`config.mk`:
```
export PLATFORM = sky130hd
export DESIGN_NAME = maxpool_layer_2
export DESIGN_NICKNAME = d
export VERILOG_FILES = /design/src/rtl/nn_pkg.sv /design/src/rtl/pool_line_buffer.sv /design/src/rtl/maxpool_layer_2.sv
export SDC_FILE = /design/constraint.sdc
export NUM_CORES = 1
export LEC_CHECK = 0
export CAP_MARGIN = 20
export CORE_ASPECT_RATIO = 1.25
export CORE_MARGIN = 5
export CORE_UTILIZATION = 58
export CTS_CLUSTER_SIZE = 8
export DETAILED_ROUTE_END_ITERATION = 10
export PLACE_DENSITY_LB_ADDON = 0.1
export SLEW_MARGIN = 20
export SYNTH_ARGS = -nofsm -noshare
export SYNTH_HDL_FRONTEND = slang
export SYNTH_SLANG_ARGS = --single-unit
```
`constraint.sdc`:
```
create_clock -name clk -period 2.1 [get_ports clk]
set_input_delay 0.63 -clock clk [delete_from_list [all_inputs] [get_ports clk]]
set_output_delay 0.63 -clock clk [all_outputs]
set_load 0.05 [all_outputs]
```
`src/rtl/nn_pkg.sv`:
```
// Shared definitions for the small CNN pipeline.
// Holds the conv2 feature-map geometry consumed by the pooling stage, the
// row-parity state type used by maxpool_layer_2, and a width helper.
package nn_pkg;

  localparam int CONV2_CHANNELS = 16;
  localparam int CONV2_OUT_W    = 8;
  localparam int CONV2_OUT_H    = 8;

  // Which row of a 2x2 window is streaming in: the first (even) row is
  // stashed, the second (odd) row completes the window.
  typedef enum logic {
    ROW_EVEN = 1'b0,
    ROW_ODD  = 1'b1
  } row_state_e;

  // Counter/address width that never collapses to zero bits.
  function automatic int clog2_min1(input int n);
    return (n > 1) ? $clog2(n) : 1;
  endfunction

endpackage

```
`src/rtl/pool_line_buffer.sv`:
```
// OUT_WIDTH-deep register file holding the horizontally pooled pairs of an
// even row until the matching odd row arrives.
// Ports:
//   clk, rst_n   clock, async active-low reset (clears every entry)
//   we           write enable (even-row, odd-column beat)
//   waddr/wdata  write port
//   raddr        combinational read address
//   rdata        combinational read data
module pool_line_buffer
  import nn_pkg::*;
#(
  parameter int DEPTH = 4,
  parameter int WIDTH = 16,
  localparam int AW   = clog2_min1(DEPTH)
) (
  input  logic             clk,
  input  logic             rst_n,
  input  logic             we,
  input  logic [AW-1:0]    waddr,
  input  logic [WIDTH-1:0] wdata,
  input  logic [AW-1:0]    raddr,
  output logic [WIDTH-1:0] rdata
);

  logic [DEPTH-1:0][WIDTH-1:0] mem;

  // One flop bank per entry so each entry gets its own decoded enable.
  for (genvar i = 0; i < DEPTH; i++) begin : g_entry
    always_ff @(posedge clk or negedge rst_n) begin
      if (!rst_n)
        mem[i] <= '0;
      else if (we && (waddr == AW'(i)))
        mem[i] <= wdata;
    end
  end

  // Out-of-range addresses (only possible for non-power-of-two depths)
  // read as zero.
  always_comb begin
    rdata = '0;
    for (int i = 0; i < DEPTH; i++)
      if (raddr == AW'(i)) rdata = mem[i];
  end

endmodule

```
`src/rtl/maxpool_layer_2.sv`:
```
// Binary 2x2 / stride-2 max-pool downstream of conv_layer_2.
// Input is a raster stream of CHANNELS-bit pixels (one per valid beat); on
// {0,1} data max == OR, so each pooled bit is the OR of its 2x2 window.
// Ports:
//   clk, rst_n        clock, async active-low reset
//   valid_in          conv2_in holds a pixel this cycle (no backpressure)
//   conv2_in          channel bits of one pixel position
//   pool_out          pooled pixel, held between pulses
//   valid_out_pool    one-cycle pulse per pooled pixel, 1 clk after the beat
//                     completing its window
//   frame_done_pool   pulses with the last pooled pixel of a frame
module maxpool_layer_2
  import nn_pkg::*;
#(
  parameter int CHANNELS  = CONV2_CHANNELS,
  parameter int IN_WIDTH  = CONV2_OUT_W,
  parameter int IN_HEIGHT = CONV2_OUT_H
) (
  input  logic                clk,
  input  logic                rst_n,
  input  logic                valid_in,
  input  logic [CHANNELS-1:0] conv2_in,
  output logic [CHANNELS-1:0] pool_out,
  output logic                valid_out_pool,
  output logic                frame_done_pool
);

  localparam int OUT_WIDTH  = IN_WIDTH / 2;
  localparam int OUT_HEIGHT = IN_HEIGHT / 2;
  localparam int LB_DEPTH   = (OUT_WIDTH > 0) ? OUT_WIDTH : 1;
  localparam int AW         = clog2_min1(LB_DEPTH);
  localparam int CW         = clog2_min1(IN_WIDTH);
  localparam int RW         = clog2_min1(IN_HEIGHT);

  logic [CW-1:0]       col_cnt;
  logic [RW-1:0]       row_cnt;
  logic [CHANNELS-1:0] h_reg;
  row_state_e          state;

  logic                last_col, last_row, odd_col, last_pool_px;
  logic [CHANNELS-1:0] pair, lb_rdata;
  logic [AW-1:0]       lb_addr;
  logic                lb_we;

  assign last_col = (col_cnt == CW'(IN_WIDTH - 1));
  assign last_row = (row_cnt == RW'(IN_HEIGHT - 1));
  // An odd IN_WIDTH makes the trailing column even, so it never pairs.
  assign odd_col  = col_cnt[0];
  assign pair     = h_reg | conv2_in;
  assign lb_addr  = AW'(col_cnt >> 1);
  assign lb_we    = valid_in && odd_col && (state == ROW_EVEN);

  // Bottom-right pixel of the last complete window; a trailing unpaired
  // row/column lies beyond it.
  assign last_pool_px = (col_cnt == CW'(2 * OUT_WIDTH - 1)) &&
                        (row_cnt == RW'(2 * OUT_HEIGHT - 1));

  pool_line_buffer #(
    .DEPTH (LB_DEPTH),
    .WIDTH (CHANNELS)
  ) u_lb (
    .clk   (clk),
    .rst_n (rst_n),
    .we    (lb_we),
    .waddr (lb_addr),
    .wdata (pair),
    .raddr (lb_addr),
    .rdata (lb_rdata)
  );

  // Raster counters; a frame wraps straight into the next with no idle beat.
  always_ff @(posedge clk or negedge rst_n) begin
    if (!rst_n) begin
      col_cnt <= '0;
      row_cnt <= '0;
    end else if (valid_in) begin
      if (last_col) begin
        col_cnt <= '0;
        row_cnt <= last_row ? '0 : row_cnt + RW'(1);
      end else begin
        col_cnt <= col_cnt + CW'(1);
      end
    end
  end

  // Left half of each horizontal pair.
  always_ff @(posedge clk or negedge rst_n) begin
    if (!rst_n)
      h_reg <= '0;
    else if (valid_in && !odd_col)
      h_reg <= conv2_in;
  end

  // Row-parity FSM with the registered output stage. An odd IN_HEIGHT
  // leaves the final row in ROW_EVEN, so it only fills the line buffer and
  // never emits; the frame wrap then forces ROW_EVEN regardless.
  always_ff @(posedge clk or negedge rst_n) begin
    if (!rst_n) begin
      state           <= ROW_EVEN;
      pool_out        <= '0;
      valid_out_pool  <= 1'b0;
      frame_done_pool <= 1'b0;
    end else begin
      valid_out_pool  <= 1'b0;
      frame_done_pool <= 1'b0;
      if (valid_in) begin
        if (state == ROW_ODD && odd_col) begin
          pool_out        <= lb_rdata | pair;
          valid_out_pool  <= 1'b1;
          frame_done_pool <= last_pool_px;
        end
        if (last_col) begin
          if (last_row)
            state <= ROW_EVEN;
          else
            state <= (state == ROW_EVEN) ? ROW_ODD : ROW_EVEN;
        end
      end
    end
  end

endmodule

```
==> run metrics <==
top_reg_cell synth dfrtp_1; WL/cell 17.3 µm; Slowest Stage Delay on Critical Path 0.56 ns; Clock power frac 17.1%; CP cell instances clkdlybuf4s50_1 > and4bb_1 > and2_4 > buf_12 > mux2_2; clock buffer depth 2; outcome completed; crit path launch type primary input; critical path endpoint category flop; Synth Register Bits 105; 1st-iter DRT viols 129; Final ANT Viol Nets 0; Critical Path AT 2.11 ns; area grow syn2layout 16.2%; Port Buffers 36; cell area after synthesis 0.00464 mm²; DR DRC count 0; routed wire length 8030 µm; core area 0.00779 mm²; Final nets 387; max FFs per register 64; syn_nets 336; max_cap viols 0; Power Dens Cells 1430 mW/mm²; Leakage 2.31 nW; clk sinks 105; Via density 5.50; hpwl dp 5760 µm; Slew Limit Fails 0; CTS tree done; die height 110 µm; Final WS setup 0.244 ns; Antenna Cells 0; CP Class in2reg; Critical Path RT 2.35 ns; Avg Inst Size Synth 14.8 µm²; top-count cell post-synth dfrtp_1; Num CTS Buffers 9; sw power 2.49 mW; total track usage 17.9%; width of the die 90.0 µm; clock slew at reported path FFs 0.09 ns; Rows 36; ys async rst share 100%; sequential area share after synthesis 56.7%; fin crit period 1.86 ns; Peak VDD IR 0.878 mV; combinational share of power 38.8%; highest clock rate 539 MHz; Worst Tran Pin Value 0.489 ns; Worst Reg2Reg Path Length in Cells 5; Root Driver clkbuf_8; initial antenna violation count 0; Slew HR 67.5%; Pwr Total 7.72 mW; Sw Ratio 32.2%; Sequential Power Share 44.0%; grt ovf 0; Worst Hold Class in2async; Post-Syn Instances 313; top cells by area, synth dfrtp_1, mux2_2, mux2_4; Post CTS Setup Buffer Count 0; YS warnings 0; Setup Viol. Count Final 0; area leader, netlist dfrtp_1; layout cells sized above 1 45.0%; CTS H-tree lvls 3; clk_skew 0.00793 ns; via count 2,553; synth cell count leaders dfrtp_1, mux2_2, nor2_1, mux2_4, or2_2; Tcrit/Tclk final 88.4%; setup_tns 0 ns; # IOs 37; distinct cell type count after synthesis 26; RSZ-0062 raised after global routing no; largest net degree at the start of global routing 35; Internal 5.23 mW; DRT Pass-1 Iters 5; Post-synth EDFFs 0; vias in the first global route 2,806; Worst path slowest cell clkdlybuf4s50_1; full die area 0.00989 mm²; GPL Wtd Cong 0.779; Initial Utilization 59.5%; Crit Path Max Fanout 7; worst-skew pair later-pin latency 0.36 ns; top-area cell type share of the netlist area 56.7%; final hold vios 0; Setup WS pre-CTS -0.145 ns; first-pass GRT wire length 13,900 µm
-- per-stage QoR --
step | hold slack [ns] | std cells | cell area [µm²] | util [%]
detailed placement | 0.480 | 448 | 5180 | 66.5
global route | 0.233 | 464 | 5390 | 69.2
floorplan | 0.334 | 313 | 4640 | -
global placement | 0.469 | 448 | 5180 | 66.5
CTS | 0.210 | 464 | 5390 | 69.2
finish | 0.209 | 464 | 5390 | 69.2
-- critical path: cells and delay by family --
kind / cells / cell delay (ns)
simple gates: 2 / 0.46
buf+inv: 2 / 0.68
mux: 1 / 0.33
-- logic make-up (layout without fill, tap and decap cells) --
logic type               after synthesis  in the layout  share of synthesized area (%)
multiplexers                          97             97                           29.5
flip-flops                           105            105                           56.7
AND/OR/NAND/NOR                       66             66                           7.23
AO/OA/AOI/OAI                         22             22                           2.40
adder cells (fa/ha/maj)                4              4                           1.08
buffers and inverters                 19             75                           3.08
-- routing by layer --
metal  wire length [µm]  GRT usage, %
met5                  0             0
met4                156          8.83
met3                232          2.81
met2               4070          29.9
met1               3570          23.1
-- worst paths after layout --
path	start	end	slack (ns)
max	valid_in	u_lb.mem[4]$_DFFE_PN0P_	0.24
min	rst_n	u_lb.mem[39]$_DFFE_PN0P_	0.21
max reg2reg	col_cnt[1]$_DFFE_PN0P_	row_cnt[2]$_DFFE_PN0P_	0.45
min reg2reg	row_cnt[1]$_DFFE_PN0P_	row_cnt[1]$_DFFE_PN0P_	0.49
max in group asynchronous	rst_n	u_lb.mem[21]$_DFFE_PN0P_	1.34
min in group clk	row_cnt[1]$_DFFE_PN0P_	row_cnt[1]$_DFFE_PN0P_	0.49
-- cell type report --
cell class	instances	area, µm²
sequential	105	2630
fill	583	2400
multi-input combinational	189	1870
timing repair buffer	57	559
clock buffer	10	128
tap	95	119
clock inverter	6	82.6
inverter	2	7.51
-- placed cells by master, fill, tap and decap left out --
cell type,synthesis,routed
dfrtp_1,105,105
mux2_2,61,61
nor2_1,32,32
buf_4,2,32
mux2_4,20,20
or2_2,17,17
clkdlybuf4s50_1,0,17
a21oi_1,16,16
mux4_2,10,10
clkbuf_8,0,9
buf_12,2,7
mux4_1,6,6
nand2_1,6,6
o21ai_0,5,5
ha_1,4,4
nand2b_1,3,3
clkinv_2,0,3
and3_1,2,2
inv_1,2,2
bufinv_16,0,2
nand4b_2,1,1
nor2_2,1,1
and4bb_1,1,1
nand2_2,1,1
or2_1,1,1
and2_4,1,1
o22ai_1,1,1
clkinvlp_4,0,1
clkbuf_1,3,1
dlygate4sd2_1,0,1
-- power by group through the flow --
stage	combinational, mW	sequential [mW]	clock [mW]
after floorplan	1.94	3.74	0
after global placement	2.96	3.40	0
after detailed placement	3.04	3.44	0
after CTS	3.05	3.40	1.36
after global routing	3.24	3.52	1.45
final	3.00	3.40	1.32
-- repair_timing --
item	4_1_cts	5_1_grt
endpoints found under the setup margin	1	0
hold buffers	0	0
resized for setup	1	0
Note: power is estimated with default switching activity, not from simulation.
